$ cat config.mk
export PLATFORM = sky130hd
export DESIGN_NAME = xosera_bus_port
export DESIGN_NICKNAME = d
export VERILOG_FILES = /design/src/rtl/xosera_bus_port.sv
export SDC_FILE = /design/constraint.sdc
export NUM_CORES = 1
export LEC_CHECK = 0
export ABC_CLOCK_PERIOD_IN_PS = 3380
export CAP_MARGIN = 40
export CORE_MARGIN = 2
export CORE_UTILIZATION = 53
export DETAILED_ROUTE_END_ITERATION = 6
export PLACE_DENSITY = 0.83
export SLEW_MARGIN = 30
export SYNTH_ARGS = -nofsm -noshare
export SYNTH_HDL_FRONTEND = slang
export SYNTH_SLANG_ARGS = --single-unit
$ cat constraint.sdc
create_clock -name clk -period 3.38 [get_ports clk]
set_clock_uncertainty 0.05 [all_clocks]
set_input_delay 0.676 -clock clk [delete_from_list [all_inputs] [get_ports clk]]
set_output_delay 0.676 -clock clk [all_outputs]
set_load 0.01 [all_outputs]
$ cat src/rtl/xosera_bus_port.sv
// xosera_bus_port: synchronizes the asynchronous host bus pins and runs one
// access per select assertion. Each access produces a single-cycle read or
// write strobe toward the register file. Read data is returned on registered
// data and output-enable lines, and DTACK is generated.
module xosera_bus_port #(
    parameter int DATA_W      = 8,
    parameter int REG_W       = 4,
    parameter int SYNC_STAGES = 2,
    parameter int SETTLE_CYC  = 1,
    parameter int READ_LAT    = 1
) (
    input  logic              clk,
    input  logic              reset_n_i,
    input  logic              bus_cs_n_i,
    input  logic              bus_rd_nwr_i,
    input  logic              bus_bytesel_i,
    input  logic [REG_W-1:0]  bus_reg_num_i,
    input  logic [DATA_W-1:0] bus_data_i,
    output logic [DATA_W-1:0] bus_data_o,
    output logic              bus_out_ena_o,
    output logic              bus_dtack_n_o,
    output logic              wr_strobe_o,
    output logic              rd_strobe_o,
    output logic [REG_W-1:0]  reg_num_o,
    output logic              bytesel_o,
    output logic [DATA_W-1:0] wr_data_o,
    input  logic [DATA_W-1:0] rd_data_i
);

    localparam int PIN_W = DATA_W + REG_W + 2;

    localparam logic [2:0] ST_IDLE   = 3'd0;
    localparam logic [2:0] ST_SETTLE = 3'd1;
    localparam logic [2:0] ST_STROBE = 3'd2;
    localparam logic [2:0] ST_RDWAIT = 3'd3;
    localparam logic [2:0] ST_ACK    = 3'd4;

    localparam logic [3:0] SETTLE_LAST = (SETTLE_CYC > 0) ? 4'(SETTLE_CYC - 1) : 4'd0;
    localparam logic [3:0] READ_LAST   = 4'(READ_LAT - 1);

    logic [SYNC_STAGES-1:0]            cs_sync;
    logic [SYNC_STAGES-1:0][PIN_W-1:0] pin_sync;
    logic [SYNC_STAGES-1:0]            fill;

    logic              cs_s;
    logic              cs_next;
    logic              sync_valid;
    logic              rd_nwr_s;
    logic              bytesel_s;
    logic [REG_W-1:0]  reg_num_s;
    logic [DATA_W-1:0] data_s;

    logic [2:0] state;
    logic [3:0] cnt;
    logic       is_read;
    logic       armed;
    logic       latch_now;

    // cs_next is the value cs_s takes at the next edge. Acting on it lets
    // DTACK/out_ena change on the same edge the synchronized select does.
    assign cs_s       = cs_sync[SYNC_STAGES-1];
    assign cs_next    = cs_sync[SYNC_STAGES-2];
    assign sync_valid = fill[SYNC_STAGES-1];
    assign {rd_nwr_s, bytesel_s, reg_num_s, data_s} = pin_sync[SYNC_STAGES-1];

    // Synchronizer chains for every pin, plus a fill marker that tracks when
    // the reset-time contents of the chains have been flushed out.
    always_ff @(posedge clk or negedge reset_n_i) begin
        if (!reset_n_i) begin
            cs_sync  <= '1;
            pin_sync <= '0;
            fill     <= '0;
        end else begin
            cs_sync  <= {cs_sync[SYNC_STAGES-2:0], bus_cs_n_i};
            pin_sync <= {pin_sync[SYNC_STAGES-2:0],
                         {bus_rd_nwr_i, bus_bytesel_i, bus_reg_num_i, bus_data_i}};
            fill     <= {fill[SYNC_STAGES-2:0], 1'b1};
        end
    end

    // Latch point: end of the settle count, or directly from idle when no settle delay is configured.
    always_comb begin
        latch_now = 1'b0;
        if (state == ST_IDLE) begin
            latch_now = (SETTLE_CYC == 0) && armed && !cs_s;
        end else if (state == ST_SETTLE) begin
            latch_now = !cs_s && (cnt == SETTLE_LAST);
        end
    end

    // Per-access state machine with registered strobes, DTACK and output enable.
    // armed blocks a select held low across reset. It is only set once a genuine high is seen on synchronized cs_n.
    always_ff @(posedge clk or negedge reset_n_i) begin
        if (!reset_n_i) begin
            state         <= ST_IDLE;
            cnt           <= '0;
            is_read       <= 1'b0;
            armed         <= 1'b0;
            wr_strobe_o   <= 1'b0;
            rd_strobe_o   <= 1'b0;
            bus_dtack_n_o <= 1'b1;
            bus_out_ena_o <= 1'b0;
            bus_data_o    <= '0;
            wr_data_o     <= '0;
            reg_num_o     <= '0;
            bytesel_o     <= 1'b0;
        end else begin
            wr_strobe_o <= 1'b0;
            rd_strobe_o <= 1'b0;
            if (sync_valid && cs_s) begin
                armed <= 1'b1;
            end

            case (state)
                ST_IDLE: begin
                    if (armed && !cs_s) begin
                        cnt   <= '0;
                        state <= ST_SETTLE;
                    end
                end
                ST_SETTLE: begin
                    if (cs_s) begin
                        state <= ST_IDLE;
                    end else begin
                        cnt <= cnt + 4'd1;
                    end
                end
                ST_STROBE: begin
                    if (is_read) begin
                        cnt   <= '0;
                        state <= ST_RDWAIT;
                    end else if (!cs_next) begin
                        bus_dtack_n_o <= 1'b0;
                        state         <= ST_ACK;
                    end else begin
                        state <= ST_IDLE;
                    end
                end
                ST_RDWAIT: begin
                    if (cs_s) begin
                        state <= ST_IDLE;
                    end else if (cnt == READ_LAST) begin
                        bus_data_o <= rd_data_i;
                        if (!cs_next) begin
                            bus_dtack_n_o <= 1'b0;
                            bus_out_ena_o <= 1'b1;
                            state         <= ST_ACK;
                        end else begin
                            state <= ST_IDLE;
                        end
                    end else begin
                        cnt <= cnt + 4'd1;
                    end
                end
                ST_ACK: begin
                    if (cs_next) begin
                        bus_dtack_n_o <= 1'b1;
                        bus_out_ena_o <= 1'b0;
                        state         <= ST_IDLE;
                    end
                end
                default: state <= ST_IDLE;
            endcase

            if (latch_now) begin
                reg_num_o   <= reg_num_s;
                bytesel_o   <= bytesel_s & (DATA_W != 16);
                wr_data_o   <= data_s;
                is_read     <= rd_nwr_s;
                wr_strobe_o <= !rd_nwr_s;
                rd_strobe_o <= rd_nwr_s;
                state       <= ST_STROBE;
            end
        end
    end

endmodule

==> metrics.txt <==
biggest area consumer among synthesized cells sky130_fd_sc_hd__dfrtp_1; number of hold-repair buffers added at the cts stage 0; net count after synthesis 179; Core Area 4320 um^2; fraction of post-synthesis cell area in the top cell type by area 0.671; shortest period the worst path allows 2450 ps; number of cells upsized or downsized after cts 0; largest fanout on the critical path 16; starting density of the core 0.544; TritonCTS clock tree yes; number of iterations in the first detailed-routing pass 4; Final Max Tran Viols 0; DIE AREA 4980 um^2; share of final-layout standard cells stronger than drive strength 1 0.220; cell total after placement 250; pin count of the biggest net entering global routing 42; net count reported at finish 236; CTS H-tree lvls 3; worst reg-to-reg setup slack ~930 ps; EDFF count, synth 0; number of vias per cell 5.13; number of global-route vias before repair 1474; final standard cell count with taps included and fillers excluded 266; total of flip-flops plus latches after synthesis 66; area of the multi-input gates about 630 um^2; Synth async-reset ratio 1.00; Post CTS Setup Buffer Count 0; Total Neg Setup Slack 0 ps; critical path's slowest cell sky130_fd_sc_hd__and2b_1; layout overhead on the synthesized area 31.5%; Hold Vio Cnt, Final 0; min-delay worst type in2async; Boundary Pins 50; total routing usage reported by global routing 0.196; worst slack after detailed placement slightly below 1000 ps; worst max-slew margin expressed relative to the limit 0.459; final worst-path cycle share 0.725; CP top delay family simple AND/OR/NAND/NOR gates; Root Driver sky130_fd_sc_hd__clkbuf_8; total of warnings raised by yosys 0; Clk pin slew, worst setup/hold paths about 70 ps; initial drt markers 59; Num CTS Buffers 9; status completed; final routed DRC violation total 0; crit end category flip-flop; final setup fails 0; Worst IR Drop VDD about 530 uV; gp weighted congestion 0.804; max cap viols 0; worst skew pair latency roughly 340 ps; post-synthesis instance area 2350 um^2; DRT Wirelength ~4 mm; Data required, critical path ~3600 ps; number of diodes added for antenna fixing 0; I/O Buffers 49; detailed placement HPWL 2.80 mm; kind of critical path reg2reg; Largest stage delay, worst path 670 ps; global-route wire length before repair 7.07 mm; sequential share of the synthesized area 0.704; top area cells in the synthesized netlist sky130_fd_sc_hd__dfrtp_1, sky130_fd_sc_hd__mux2_2, sky130_fd_sc_hd__mux2_4; total leakage power 1.35 nW; distinct cell type count after synthesis 33; maximum operating frequency approximately 410 MHz; P per Cell Area 857 nW/um^2; slew at the pin with the worst max-slew slack 811 ps; ranking of synthesized cells by instance count sky130_fd_sc_hd__dfrtp_1, sky130_fd_sc_hd__mux2_2, sky130_fd_sc_hd__mux2_4, sky130_fd_sc_hd__a21oi_1, sky130_fd_sc_hd__nand2_1; critical path cell sequence inv_1 > ha_1 > nor3b_4 > and2_1 > and2b_1 > mux2_2; sequential cell area approximately 1700 um^2; post-route antenna net violation count 0; overall die height 70.6 um; Final Worst Setup Slack 930 ps; data arrival time of the critical path 2620 ps; most frequent cell after synthesis sky130_fd_sc_hd__dfrtp_1; per-cell routed wire length 15.4 um; startpoint type of the worst setup path flip-flop; remaining global-route overflow 0; antenna violations before repair 0; Via Count around 1400; Cells after Synth 152; CTS sink count 66; worst path bufs/invs 1; most common flop cell mapped by yosys sky130_fd_sc_hd__dfrtp_1; mean instance size in the synthesized netlist 15.5 um^2; setup repair after global routing missed its margin no; CTS max path bufs 2; total number of placement rows 24; Fill cells roughly 300; Die Wd 70.6 um
power by group:
group	internal (W)	switching (W)	total (W)
combinational	0.000517	0.000314	0.000831
clock	0.000402	0.000282	0.000685
sequential	0.000986	0.000148	0.00113
total	0.00190	0.000745	0.00265
cell families after synthesis:
| kind of cell | Yosys count | synth area share |
|---|---|---|
| flops | 66 | 0.704 |
| simple gates | 30 | 0.0756 |
| mux | 27 | 0.139 |
| compound gates | 16 | 0.0420 |
| buf+inv | 10 | 0.0266 |
| fa+ha+maj | 2 | 0.0106 |
| other cells | 1 | 0.00160 |
cell usage in the layout (no fill, tap or decap):
cell                               n
sky130_fd_sc_hd__clkinv_4          1
sky130_fd_sc_hd__o31ai_1           1
sky130_fd_sc_hd__mux2_2           14
sky130_fd_sc_hd__and2_1            2
sky130_fd_sc_hd__inv_1             5
sky130_fd_sc_hd__and3_1            1
sky130_fd_sc_hd__a31o_2            1
sky130_fd_sc_hd__a21o_1            1
sky130_fd_sc_hd__mux2_4            8
sky130_fd_sc_hd__or3b_2            1
sky130_fd_sc_hd__a211o_1           1
sky130_fd_sc_hd__ha_1              2
sky130_fd_sc_hd__clkbuf_8         12
sky130_fd_sc_hd__bufinv_16         1
sky130_fd_sc_hd__clkdlybuf4s50_1  48
sky130_fd_sc_hd__buf_4             3
sky130_fd_sc_hd__conb_1            1
sky130_fd_sc_hd__nor3b_4           1
sky130_fd_sc_hd__clkbuf_1          1
sky130_fd_sc_hd__nor2b_1           3
sky130_fd_sc_hd__nand3_1           1
sky130_fd_sc_hd__nor3b_2           1
sky130_fd_sc_hd__dfrtp_1          63
sky130_fd_sc_hd__nand3b_1          2
sky130_fd_sc_hd__nand2_1           7
sky130_fd_sc_hd__mux2i_1           5
sky130_fd_sc_hd__and2b_1           1
sky130_fd_sc_hd__a21oi_1           7
sky130_fd_sc_hd__nand2b_1          3
sky130_fd_sc_hd__o21ai_0           3
sky130_fd_sc_hd__dfstp_2           3
sky130_fd_sc_hd__a2bb2oi_1         1
sky130_fd_sc_hd__clkinvlp_4        1
sky130_fd_sc_hd__a22oi_1           1
sky130_fd_sc_hd__nor3_1            1
sky130_fd_sc_hd__nor2_1            6
area by class of cell:
type / instances / area share
Timing Repair Buffer: 51 / 0.163
Sequential cell: 66 / 0.536
Inverter: 5 / 0.00607
Clock buffer: 13 / 0.0547
Clock inverter: 3 / 0.0150
Tap cell: 52 / 0.0211
Multi-Input combinational cell: 76 / 0.205
flip-flops by register name, indices dropped and copies added (netlist names):
signal	flops
bytesel_s	1
rd_strobe_o	1
fill	2
pin_sync	19
bus_dtack_n_o	1
bus_out_ena_o	1
reg_num_o	4
bytesel_o	1
bus_data_o	8
wr_strobe_o	1
cs_sync	2
armed	1
is_read	1
wr_data_o	8
data_s	8
cnt	4
state	3
per-stage QoR:
stage	hold slack (ps)	util	area (um^2)	total power (W)
final	240	0.715	3090	0.00265
after floorplan	281	-	2350	0.00159
after detailed placement	286	0.664	2870	0.00198
after global routing	274	0.715	3090	0.00280
after global placement	282	0.664	2870	0.00193
after CTS	301	0.714	3090	0.00268
layer usage:
layer | routed length [um] | track usage | share of wire
met3 | 218 | 0.0755 | 0.053
met5 | 0 | 0 | 0
met4 | 129 | 0.115 | 0.032
met2 | 2160 | 0.308 | 0.53
met1 | 1580 | 0.232 | 0.39
final timing paths:
| check | from | to | depth (start not counted) |
|---|---|---|---|
| setup reg to reg | cnt[0] | wr_data_o[6] | 6 |
| hold reg to reg | pin_sync[9] | pin_sync[23] | 0 |
| max in group asynchronous | reset_n_i | cs_sync[0] | 2 |
| hold / removal | reset_n_i | pin_sync[22] | 1 |
| setup / recovery | cnt[0] | wr_data_o[6] | 6 |
| min in group clk | pin_sync[9] | pin_sync[23] | 0 |
Note: power is estimated with default switching activity, not from simulation.
